--- src/rtl/kan_tile_accumulator_pkg.sv ---
// Shared definitions for the KAN tile accumulator: FSM encoding,
// saturation / rounding arithmetic and lane slicing.
package kan_tile_accumulator_pkg;

  typedef enum logic [1:0] {
    ST_IDLE  = 2'd0,
    ST_ACCUM = 2'd1,
    ST_FINAL = 2'd2
  } kan_state_e;

  // Clamp a signed value into the signed range of a w-bit word.
  function automatic logic signed [63:0] sat_clamp(input logic signed [63:0] v, input int w);
    logic signed [63:0] hi;
    logic signed [63:0] lo;
    hi = (64'sd1 <<< (w - 1)) - 64'sd1;
    lo = -(64'sd1 <<< (w - 1));
    if (v > hi) begin
      return hi;
    end else if (v < lo) begin
      return lo;
    end else begin
      return v;
    end
  endfunction

  // True when sat_clamp would have to modify the value.
  function automatic logic sat_hit(input logic signed [63:0] v, input int w);
    logic signed [63:0] hi;
    logic signed [63:0] lo;
    hi = (64'sd1 <<< (w - 1)) - 64'sd1;
    lo = -(64'sd1 <<< (w - 1));
    return (v > hi) || (v < lo);
  endfunction

  // Drop d LSBs with round-half-up; d == 0 passes the value through.
  function automatic logic signed [63:0] round_half_up(input logic signed [63:0] v, input int d);
    if (d == 0) begin
      return v;
    end else begin
      return (v + (64'sd1 <<< (d - 1))) >>> d;
    end
  endfunction

  // Bit offset of lane 'lane' inside a packed vector of 'width'-bit lanes.
  function automatic int lane_lsb(input int lane, input int width);
    return lane * width;
  endfunction

endpackage

--- src/rtl/kan_acc_lane.sv ---
// One accumulator lane: add the partial sum to the stored value (or take it
// alone on the first pass), saturate to the accumulator width, then round
// and saturate to the output width. Purely combinational.
module kan_acc_lane
  import kan_tile_accumulator_pkg::*;
#(
  parameter int IN_WIDTH  = 16,
  parameter int ACC_WIDTH = 24,
  parameter int OUT_WIDTH = 16,
  parameter int RND_BITS  = 0
) (
  input  logic [IN_WIDTH-1:0]  in_i,
  input  logic [ACC_WIDTH-1:0] acc_i,
  input  logic                 first_i,
  output logic [ACC_WIDTH-1:0] sum_o,
  output logic [OUT_WIDTH-1:0] res_o,
  output logic                 ovf_acc_o,
  output logic                 ovf_out_o
);

  logic signed [63:0] in_ext;
  logic signed [63:0] acc_ext;
  logic signed [63:0] raw_sum;
  logic signed [63:0] sat_sum;
  logic signed [63:0] rnd_val;
  logic signed [63:0] out_val;

  // Lane arithmetic: extend, add, clamp, round, clamp.
  always_comb begin
    in_ext    = {{(64 - IN_WIDTH){in_i[IN_WIDTH-1]}}, in_i};
    acc_ext   = {{(64 - ACC_WIDTH){acc_i[ACC_WIDTH-1]}}, acc_i};
    raw_sum   = first_i ? in_ext : (acc_ext + in_ext);
    sat_sum   = sat_clamp(raw_sum, ACC_WIDTH);
    ovf_acc_o = first_i ? 1'b0 : sat_hit(raw_sum, ACC_WIDTH);
    rnd_val   = round_half_up(sat_sum, RND_BITS);
    out_val   = sat_clamp(rnd_val, OUT_WIDTH);
    ovf_out_o = sat_hit(rnd_val, OUT_WIDTH);
    sum_o     = sat_sum[ACC_WIDTH-1:0];
    res_o     = out_val[OUT_WIDTH-1:0];
  end

endmodule

--- src/rtl/kan_tile_accumulator.sv ---
// Multi-pass partial-sum accumulator: sums CHANNELS lanes over T tile passes
// and emits the rounded, saturated vector during the final pass.
module kan_tile_accumulator
  import kan_tile_accumulator_pkg::*;
#(
  parameter int CHANNELS            = 4,
  parameter int IN_WIDTH            = 16,
  parameter int IN_FRACTIONAL_BITS  = 12,
  parameter int ACC_WIDTH           = 24,
  parameter int OUT_WIDTH           = 16,
  parameter int OUT_FRACTIONAL_BITS = 12,
  parameter int DEPTH               = 16,
  parameter int TILE_COUNT_WIDTH    = 8,
  parameter int ID_ENABLE           = 0,
  parameter int ID_WIDTH            = 1,
  parameter int DEST_ENABLE         = 0,
  parameter int DEST_WIDTH          = 1,
  parameter int USER_ENABLE         = 0,
  parameter int USER_WIDTH          = 1
) (
  input  logic                          clk,
  input  logic                          rst,
  input  logic [TILE_COUNT_WIDTH-1:0]   cfg_tiles,
  input  logic                          cfg_valid,
  output logic                          cfg_ready,
  input  logic [CHANNELS*IN_WIDTH-1:0]  s_axis_psum_tdata,
  input  logic                          s_axis_psum_tvalid,
  output logic                          s_axis_psum_tready,
  input  logic                          s_axis_psum_tlast,
  input  logic [ID_WIDTH-1:0]           s_axis_psum_tid,
  input  logic [DEST_WIDTH-1:0]         s_axis_psum_tdest,
  input  logic [USER_WIDTH-1:0]         s_axis_psum_tuser,
  output logic [CHANNELS*OUT_WIDTH-1:0] m_axis_rslt_tdata,
  output logic                          m_axis_rslt_tvalid,
  input  logic                          m_axis_rslt_tready,
  output logic                          m_axis_rslt_tlast,
  output logic [ID_WIDTH-1:0]           m_axis_rslt_tid,
  output logic [DEST_WIDTH-1:0]         m_axis_rslt_tdest,
  output logic [USER_WIDTH-1:0]         m_axis_rslt_tuser,
  output logic                          busy,
  output logic                          err_len_mismatch,
  output logic                          err_overflow
);

  localparam int AW  = (DEPTH > 1) ? $clog2(DEPTH) : 1;
  localparam int TW  = TILE_COUNT_WIDTH;
  localparam int RND = IN_FRACTIONAL_BITS - OUT_FRACTIONAL_BITS;

  kan_state_e state_q, state_d;
  logic [TW-1:0] tiles_q, tiles_d, pass_q, pass_d;
  logic [AW-1:0] addr_q, addr_d;
  logic [AW:0]   len_q, len_d;
  logic          err_len_q, err_len_d, err_ovf_q, err_ovf_d;
  logic [CHANNELS*OUT_WIDTH-1:0] m_data_q, m_data_d;
  logic          m_valid_q, m_valid_d, m_last_q, m_last_d;
  logic [ID_WIDTH-1:0]   m_id_q, m_id_d;
  logic [DEST_WIDTH-1:0] m_dest_q, m_dest_d;
  logic [USER_WIDTH-1:0] m_user_q, m_user_d;

  logic [CHANNELS*ACC_WIDTH-1:0] acc_q [DEPTH];
  logic [CHANNELS*ACC_WIDTH-1:0] acc_rd, acc_wr;
  logic [CHANNELS*OUT_WIDTH-1:0] res;
  logic [CHANNELS-1:0]           ovf_acc, ovf_out;
  logic s_ready, acc_we, first, pass_end, len_bad, to_final;
  logic [AW:0] addr_plus1;

  assign acc_rd     = acc_q[addr_q];
  assign first      = (pass_q == '0);
  assign pass_end   = s_axis_psum_tlast || (addr_q == AW'(DEPTH - 1));
  assign addr_plus1 = (AW+1)'(addr_q) + (AW+1)'(1);
  assign len_bad    = pass_end && (!s_axis_psum_tlast || (!first && (addr_plus1 != len_q)));
  assign to_final   = ((TW+1)'(pass_q) + (TW+1)'(2)) == (TW+1)'(tiles_q);

  for (genvar g = 0; g < CHANNELS; g++) begin : g_lane
    kan_acc_lane #(
      .IN_WIDTH (IN_WIDTH),
      .ACC_WIDTH(ACC_WIDTH),
      .OUT_WIDTH(OUT_WIDTH),
      .RND_BITS (RND)
    ) u_lane (
      .in_i     (s_axis_psum_tdata[lane_lsb(g, IN_WIDTH) +: IN_WIDTH]),
      .acc_i    (acc_rd[lane_lsb(g, ACC_WIDTH) +: ACC_WIDTH]),
      .first_i  (first),
      .sum_o    (acc_wr[lane_lsb(g, ACC_WIDTH) +: ACC_WIDTH]),
      .res_o    (res[lane_lsb(g, OUT_WIDTH) +: OUT_WIDTH]),
      .ovf_acc_o(ovf_acc[g]),
      .ovf_out_o(ovf_out[g])
    );
  end

  // Next-state, counter, error and output-register logic.
  always_comb begin
    state_d   = state_q;
    tiles_d   = tiles_q;
    pass_d    = pass_q;
    addr_d    = addr_q;
    len_d     = len_q;
    err_len_d = err_len_q;
    err_ovf_d = err_ovf_q;
    m_data_d  = m_data_q;
    m_valid_d = m_valid_q;
    m_last_d  = m_last_q;
    m_id_d    = m_id_q;
    m_dest_d  = m_dest_q;
    m_user_d  = m_user_q;
    s_ready   = 1'b0;
    acc_we    = 1'b0;
    case (state_q)
      ST_IDLE: begin
        if (cfg_valid) begin
          tiles_d   = (cfg_tiles == '0) ? TW'(1) : cfg_tiles;
          err_len_d = 1'b0;
          err_ovf_d = 1'b0;
          pass_d    = '0;
          addr_d    = '0;
          state_d   = (cfg_tiles <= TW'(1)) ? ST_FINAL : ST_ACCUM;
        end else begin
          state_d = ST_IDLE;
        end
      end
      ST_ACCUM: begin
        s_ready = 1'b1;
        if (s_axis_psum_tvalid) begin
          acc_we    = 1'b1;
          err_ovf_d = err_ovf_q | (|ovf_acc);
          err_len_d = err_len_q | len_bad;
          if (pass_end) begin
            len_d   = first ? addr_plus1 : len_q;
            addr_d  = '0;
            pass_d  = pass_q + TW'(1);
            state_d = to_final ? ST_FINAL : ST_ACCUM;
          end else begin
            addr_d = addr_q + AW'(1);
          end
        end else begin
          acc_we = 1'b0;
        end
      end
      ST_FINAL: begin
        // Hold off new input once the last result waits in the register.
        s_ready = !m_valid_q || (m_axis_rslt_tready && !m_last_q);
        if (m_valid_q && m_axis_rslt_tready) begin
          m_valid_d = 1'b0;
          state_d   = m_last_q ? ST_IDLE : ST_FINAL;
        end else begin
          m_valid_d = m_valid_q;
        end
        if (s_axis_psum_tvalid && s_ready) begin
          m_data_d  = res;
          m_valid_d = 1'b1;
          m_last_d  = pass_end;
          m_id_d    = (ID_ENABLE != 0) ? s_axis_psum_tid : '0;
          m_dest_d  = (DEST_ENABLE != 0) ? s_axis_psum_tdest : '0;
          m_user_d  = (USER_ENABLE != 0) ? s_axis_psum_tuser : '0;
          err_ovf_d = err_ovf_q | (|ovf_acc) | (|ovf_out);
          err_len_d = err_len_q | len_bad;
          addr_d    = pass_end ? '0 : (addr_q + AW'(1));
        end else begin
          m_data_d = m_data_q;
        end
      end
      default: begin
        state_d = ST_IDLE;
      end
    endcase
  end

  // State and output registers with synchronous reset.
  always_ff @(posedge clk) begin
    if (rst) begin
      state_q   <= ST_IDLE;
      tiles_q   <= '0;
      pass_q    <= '0;
      addr_q    <= '0;
      len_q     <= '0;
      err_len_q <= 1'b0;
      err_ovf_q <= 1'b0;
      m_data_q  <= '0;
      m_valid_q <= 1'b0;
      m_last_q  <= 1'b0;
      m_id_q    <= '0;
      m_dest_q  <= '0;
      m_user_q  <= '0;
    end else begin
      state_q   <= state_d;
      tiles_q   <= tiles_d;
      pass_q    <= pass_d;
      addr_q    <= addr_d;
      len_q     <= len_d;
      err_len_q <= err_len_d;
      err_ovf_q <= err_ovf_d;
      m_data_q  <= m_data_d;
      m_valid_q <= m_valid_d;
      m_last_q  <= m_last_d;
      m_id_q    <= m_id_d;
      m_dest_q  <= m_dest_d;
      m_user_q  <= m_user_d;
    end
  end

  // Accumulator storage; pass 0 overwrites it, so it needs no reset.
  always_ff @(posedge clk) begin
    if (acc_we) begin
      acc_q[addr_q] <= acc_wr;
    end
  end

  assign cfg_ready          = (state_q == ST_IDLE);
  assign busy               = (state_q != ST_IDLE);
  assign s_axis_psum_tready = s_ready;
  assign m_axis_rslt_tdata  = m_data_q;
  assign m_axis_rslt_tvalid = m_valid_q;
  assign m_axis_rslt_tlast  = m_last_q;
  assign m_axis_rslt_tid    = m_id_q;
  assign m_axis_rslt_tdest  = m_dest_q;
  assign m_axis_rslt_tuser  = m_user_q;
  assign err_len_mismatch   = err_len_q;
  assign err_overflow       = err_ovf_q;

endmodule

--- config.mk ---
export PLATFORM = sky130hd
export DESIGN_NAME = kan_tile_accumulator
export DESIGN_NICKNAME = d
export VERILOG_FILES = /design/src/rtl/kan_tile_accumulator_pkg.sv /design/src/rtl/kan_acc_lane.sv /design/src/rtl/kan_tile_accumulator.sv
export SDC_FILE = /design/constraint.sdc
export NUM_CORES = 2
export LEC_CHECK = 0
export ABC_AREA = 0
export BUFFER_PORTS_ARGS = -buffer_cell sky130_fd_sc_hd__buf_2
export CAP_MARGIN = 20
export CORE_MARGIN = 4
export CORE_UTILIZATION = 55
export CTS_CLUSTER_DIAMETER = 40
export DETAILED_ROUTE_END_ITERATION = 16
export PLACE_DENSITY = 0.74
export SLEW_MARGIN = 40
export SYNTH_ARGS = -nofsm -noshare
export SYNTH_HDL_FRONTEND = slang
export SYNTH_SLANG_ARGS = --single-unit
--- constraint.sdc ---
create_clock -name clk -period 11.2 [get_ports clk]
set_input_delay 0.56 -clock clk [delete_from_list [all_inputs] [get_ports clk]]
set_output_delay 0.56 -clock clk [all_outputs]
set_load 0.01 [all_outputs]
; After elaboration in Yosys (flattened, before gate mapping)
; Memories as Yosys holds them, arrays and structs flattened. A register that Yosys moved wholly into a read port is not among the register bits.
; Cells that the tools add are included.
[classes]
n_addsub = 8
order_cmp = 17
eq_ne = 10
muxes = 58
bitwise_logic = 3
n_reduce_logical = 36
[op_table]
columns = operator, count
row1 = two-way mux 64 bit, 12
row2 = greater-than comparator 64 x 16 -> 1 bit (second input constant), 4
row3 = greater-than comparator 64 x 24 -> 1 bit (second input constant), 4
row4 = < comparator 64 x 16 -> 1 bit (second input constant), 4
row5 = < comparator 64 x 24 -> 1 bit (second input constant), 4
row6 = two-way mux 16 bit, 8
row7 = adder 24 x 16 -> 25 bit, 4
row8 = two-way mux 8 bit, 4
row9 = two-way mux 4 bit, 6
row10 = logical NOT 8 bit, 2
row11 = one-hot mux 8 bit (2 select lines), 1
row12 = two-way mux 1 bit, 15
row13 = two-way mux 2 bit, 7
row14 = one-hot mux 4 bit (3 select lines), 1
row15 = AND reduction 4 bit, 3
row16 = logical OR 1 bit, 11
row17 = != test 2 bit (second input constant), 5
row18 = adder 8 x 2 -> 9 bit (second input constant), 1
row19 = == test 9 x 8 -> 1 bit, 1
row20 = adder 8 x 1 -> 8 bit (second input constant), 1
row21 = less-or-equal comparator 8 x 1 -> 1 bit (second input constant), 1
row22 = OR reduction 4 bit, 2
row23 = one-hot mux 1 bit (3 select lines), 2
row24 = one-hot mux 2 bit (3 select lines), 1
row25 = other kinds (15), 28
[totals]
reg_bits = 95
ramBits = 1536
in_bits = 81
out_inout_bits = 74
elab_cells = 143
n_memories = 1
[memory_table]
columns = name, words, width, rd, rd_clocked_by_memory_dff, write_ports, line
row1 = acc_q, 16, 96, 1, 1, 1, kan_tile_accumulator.sv:60  ; logic [CHANNELS*ACC_WIDTH-1:0] acc_q [DEPTH];

; Depth between registers and ports, before layout
[logic_depth]
depth_word = 11
depth_mapped = 21
mapped_depth_nobuf = 16

; Cells and area by module
; A second synthesis with hierarchy kept.
[hier_totals]
hier_cells = 3923
area_unflattened_um2 = 70891.7
[modules_own_cells]
columns = mod, instances, cells_per_inst, area_each_um2, seq_area_each_um2
row1 = kan_tile_accumulator, 1, 2674, 61856.8, 48106.1
row2 = kan_acc_lane at g_lane[0].u_lane ..., 3, 319, 2318.5, 0.0
row3 = kan_acc_lane at g_lane[3].u_lane, 1, 292, 2079.5, 0.0

; Least setup slack after synthesis
; Ideal clock, no wire load.
[synth_path]
path_kind = reg-to-reg
from = register state_q[1]
to = memory acc_q[0][0] (netlist name), enable pin
setup_time_ps = 668
t_arrival_ps = 7578
required_time_ps = 10532
path_slack_ps = 2953
path_stages_with_launch = 7
n_path_buf = 0
synth_period_minus_slack_ps = 8247
path_cell_list = dfxtp_1 > inv_1 > ha_1 > inv_1 > nor2_1 > nand2_1 > nor3_1
[synth_via]
elab_chain_cells = 4
[synth_lines]
columns = element, line
row1 = start: declaration, kan_tile_accumulator.sv:49  ; kan_state_e state_q, state_d;
row2 = start signal: assignment, kan_tile_accumulator.sv:185  ; state_q <= state_d;
row3 = == test 2 x 1 -> 1 bit, kan_tile_accumulator.sv:108  ; case (state_q)
row4 = two-way mux 1 bit, kan_tile_accumulator.sv:108
row5 = two-way mux 1 bit, kan_tile_accumulator.sv:203  ; if (acc_we) begin
row6 = two-way mux 1 bit (implied by the code), kan_tile_accumulator.sv:204  ; acc_q[addr_q] <= acc_wr;
row7 = end: declaration, kan_tile_accumulator.sv:60
; No other way between the ends.

==> reports/metrics.csv <==
metric,value,unit
max_cap viols,0,
postcts setup bufs,0,
WP data required,11.82,ns
area share of the largest cell type after synthesis,66.6,%
Worst Skew,0.0324,ns
Synth Flop Type,edfxtp_1,
Syn Std Cell Area,69200,um^2
Clock Sinks,1635,
slowest CP cell,dfxtp_4,
Area contributors post-synth,"edfxtp_1 67%, mux4_2 16%, dfxtp_1 2.9%, ha_1 1.9%, a21oi_1 1.3%",
status,"complete, no violations",
via count,37974,
CP max FO,54,
total CTS buffers,182,
Post-Route WL,166000,um
Fin. Hold Viols,0,
Switching Fraction,22.7,%
cell taking the most area after synthesis,edfxtp_1,
first-pass GRT wire length,250000,um
worst hold path depth,3,
P_sw,0.00314,W
sequential area share after synthesis,69.5,%
Yosys cell types,88,
"Core Util, Final",63.4,%
Fillers,8402,
final slew viol count,0,
Area Overhead vs Synth,13.8,%
slowest cell delay on critical path,0.82,ns
FF+latch area,48100,um^2
Multi-input gate area,20500,um^2
area post-placement,72600,um^2
VDD IR max,0.000116,V
H-tree levels,4,
drc violations,0,
Worst setup SP type,flip-flop,
Detail Placement HPWL,89800,um
filler-free cell count of the finished design,5869,
fin nets,4277,
share of cells above drive strength 1,26.6,%
design area,78700,um^2
worst-path cell chain,buf_4 -> mux4_2 -> mux4_2 -> ha_1 -> nand3_1 -> or3_4 -> a211o_1 -> and3_1 -> a21oi_2 -> mux2_4 -> nand2_2 -> o21ai_2 -> or3_1 -> o21ai_0 -> a31oi_1,
hold_sp,cfg_tiles[0],
Int Pwr,0.0107,W
"top cells by count, synth","1536 x edfxtp_1, 480 x mux4_2, 222 x nor2_1",
core area,124000,um^2
Buf/Inv on CP,1,
vias in the first global route,38322,
Ys Warns,0,
Logic pwr share,8.2,%
R2R Setup Slk,4.29,ns
CP top delay family,compound AO/OA/AOI/OAI gates,
dpl cells,5530,
Final min period,6.91,ns
crit end category,flip-flop,
Via density,6.47,
Final period util,61.7,%
most frequent cell after synthesis,edfxtp_1,
clk_lat worst skew,0.79,ns
post-synthesis cell count,3839,
Sequential Power Share,49.0,%
row cnt,129,
DRT iter0 DRCs,4363,
critical path class,reg -> reg,
clock slew at reported path FFs,0.06,ns
Boundary Pins,155,
clock share of power,42.8,%
die width,363,um
Post-synth EDFFs,1536,
RR Endpoint,err_overflow,
antenna violation net count after detailed routing,0,
Power Density,176,nW/um^2
hold endpoint,tiles_q[0],
WL/cell,28.4,um
root buf cell,clkbuf_16,
CTS tree,built,
RSZ-0062 raised after global routing,no,
count of final setup violators,0,
Lkg Pwr,25.1,nW
total negative slack,0,ns
worst reg2reg path depth,15,
die area,132000,um^2
Critical Path Most Common Cell,mux4_2,
CTS max path bufs,3,
worst rel slew slack,40.2,%
IO Port Bufs,148,
Worst Tran Pin Value,0.898,ns
GPL Wtd Cong,0.891,
drt pass-1 iters,5,
Die Ht,363,um
Tightest Hold Check Type,in -> reg,
GRT overflow,0,
largest net degree at the start of global routing,125,
Post-synth ARST share,0,%
Total Routing Usage GR,25.6,%
Synth Register Bits,1635,
fmax,145,MHz
crit path DAT,7.52,ns
initial core utilization,55.7,%
syn avg cell area,18.0,um^2
initial antenna violation count,6,
==> through the flow <==
stage / hold WS [ns] / total power, W / setup slack, ns
after floorplan: 0.448 / 0.00773 / 2.95
after global placement: 0.438 / 0.00802 / 3.92
after detailed placement: 0.443 / 0.00805 / 4.03
after CTS: 0.0384 / 0.0139 / 4.01
after global routing: 0.103 / 0.0143 / 4.01
final: 0.0993 / 0.0139 / 4.29
==> tightest hold or removal path, stage by stage <==
cell and delay [ns]:
buf_2 0.07, nor3_1 0.04, nor3_1 0.15
==> registers in the layout, summed over array words and instances, names as in the netlist, named ones only <==
name,flops
acc_q,1536
addr_q,4
err_len_mismatch,1
err_overflow,1
len_q,5
m_axis_rslt_tdata,64
m_axis_rslt_tlast,1
m_axis_rslt_tvalid,1
pass_q,8
state_q,2
tiles_q,8
==> placed cells by master, fill, tap and decap left out, types with 13 or more instances in the layout <==
cell / netlist / routed
xor2_1: 43 / 43
nor2b_1: 14 / 14
nor2_1: 222 / 207
buf_6: 2 / 14
nand3_1: 33 / 32
clkinvlp_4: 0 / 18
dfxtp_1: 99 / 95
buf_2: 12 / 148
a31oi_1: 29 / 26
a21o_1: 38 / 38
ha_1: 107 / 107
clkinv_2: 0 / 21
edfxtp_1: 1536 / 1536
inv_6: 0 / 13
nand2b_1: 26 / 26
a221o_1: 14 / 14
nor3_1: 64 / 57
a21oi_1: 180 / 161
clkbuf_16: 0 / 187
mux4_2: 480 / 480
o22ai_1: 31 / 19
clkbuf_1: 137 / 29
bufinv_16: 0 / 17
clkinv_1: 0 / 16
and3_1: 16 / 15
o21ai_0: 119 / 117
a211oi_1: 50 / 50
nand2_1: 182 / 180
a21oi_2: 2 / 20
buf_4: 6 / 74
xnor2_1: 47 / 47
nand4_1: 16 / 16
inv_1: 53 / 53
o21a_1: 21 / 21
==> layer usage <==
metal / up-vias / global-route usage (%) / part of all wire [%]
li1: 16255 / - / -
met2: 1757 / 42.5 / 50
met5: - / 0 / 0.014
met3: 277 / 4.42 / 8.4
met4: 4 / 6.96 / 2.4
met1: 19681 / 35.8 / 39
==> worst max-delay path by stage <==
stage | startpoint | to | slack, ns | depth (start not counted)
2_1_floorplan | state_q[1] | acc_q[0][0] | 2.95 | 6
3_3_place_gp | flip-flop | m_axis_rslt_tdata[49] | 3.92 | 15
3_5_place_dp | flip-flop | err_overflow | 4.03 | 15
4_1_cts | flip-flop | err_overflow | 4.01 | 15
5_1_grt | flip-flop | m_axis_rslt_tdata[42] | 4.01 | 15
6_report | flip-flop | err_overflow | 4.29 | 15
==> power by group through the flow <==
stage	clock network, W	registers, W	logic [W]
CTS	0.00601	0.00680	0.00113
global placement	0	0.00693	0.00108
floorplan	0	0.00694	0.000790
detailed placement	0	0.00693	0.00112
finish	0.00593	0.00680	0.00114
global route	0.00629	0.00680	0.00125
==> cells by family after synthesis <==
| kind of cell | after synthesis | share of synthesized area (%) |
|---|---|---|
| AOI/OAI and AO/OA | 608 | 5.70 |
| xor gates and xnor gates | 90 | 1.14 |
| adders and majority gates | 118 | 2.15 |
| buffers and inverters | 252 | 1.44 |
| DFF | 1635 | 69.5 |
| muxes | 489 | 15.8 |
| other | 1 | 0.00542 |
| and+or+nand+nor | 646 | 4.32 |
==> repair_timing <==
action                    in CTS  in global routing
hold buffers                   7                  0
hold endpoints to repair       7                  0
resized for setup              0                  0
==> area by class of cell <==
class | instances | share of cell area (%)
clock inverters | 105 | 1.44
flip-flops and latches | 1635 | 61.1
well taps | 1637 | 2.60
clock buffers | 224 | 6.21
multi-input cells | 1954 | 26.0
repair buffers | 259 | 2.35
diodes | 2 | 0.00636
inverters | 53 | 0.253
Note: power is estimated with default switching activity, not from simulation.
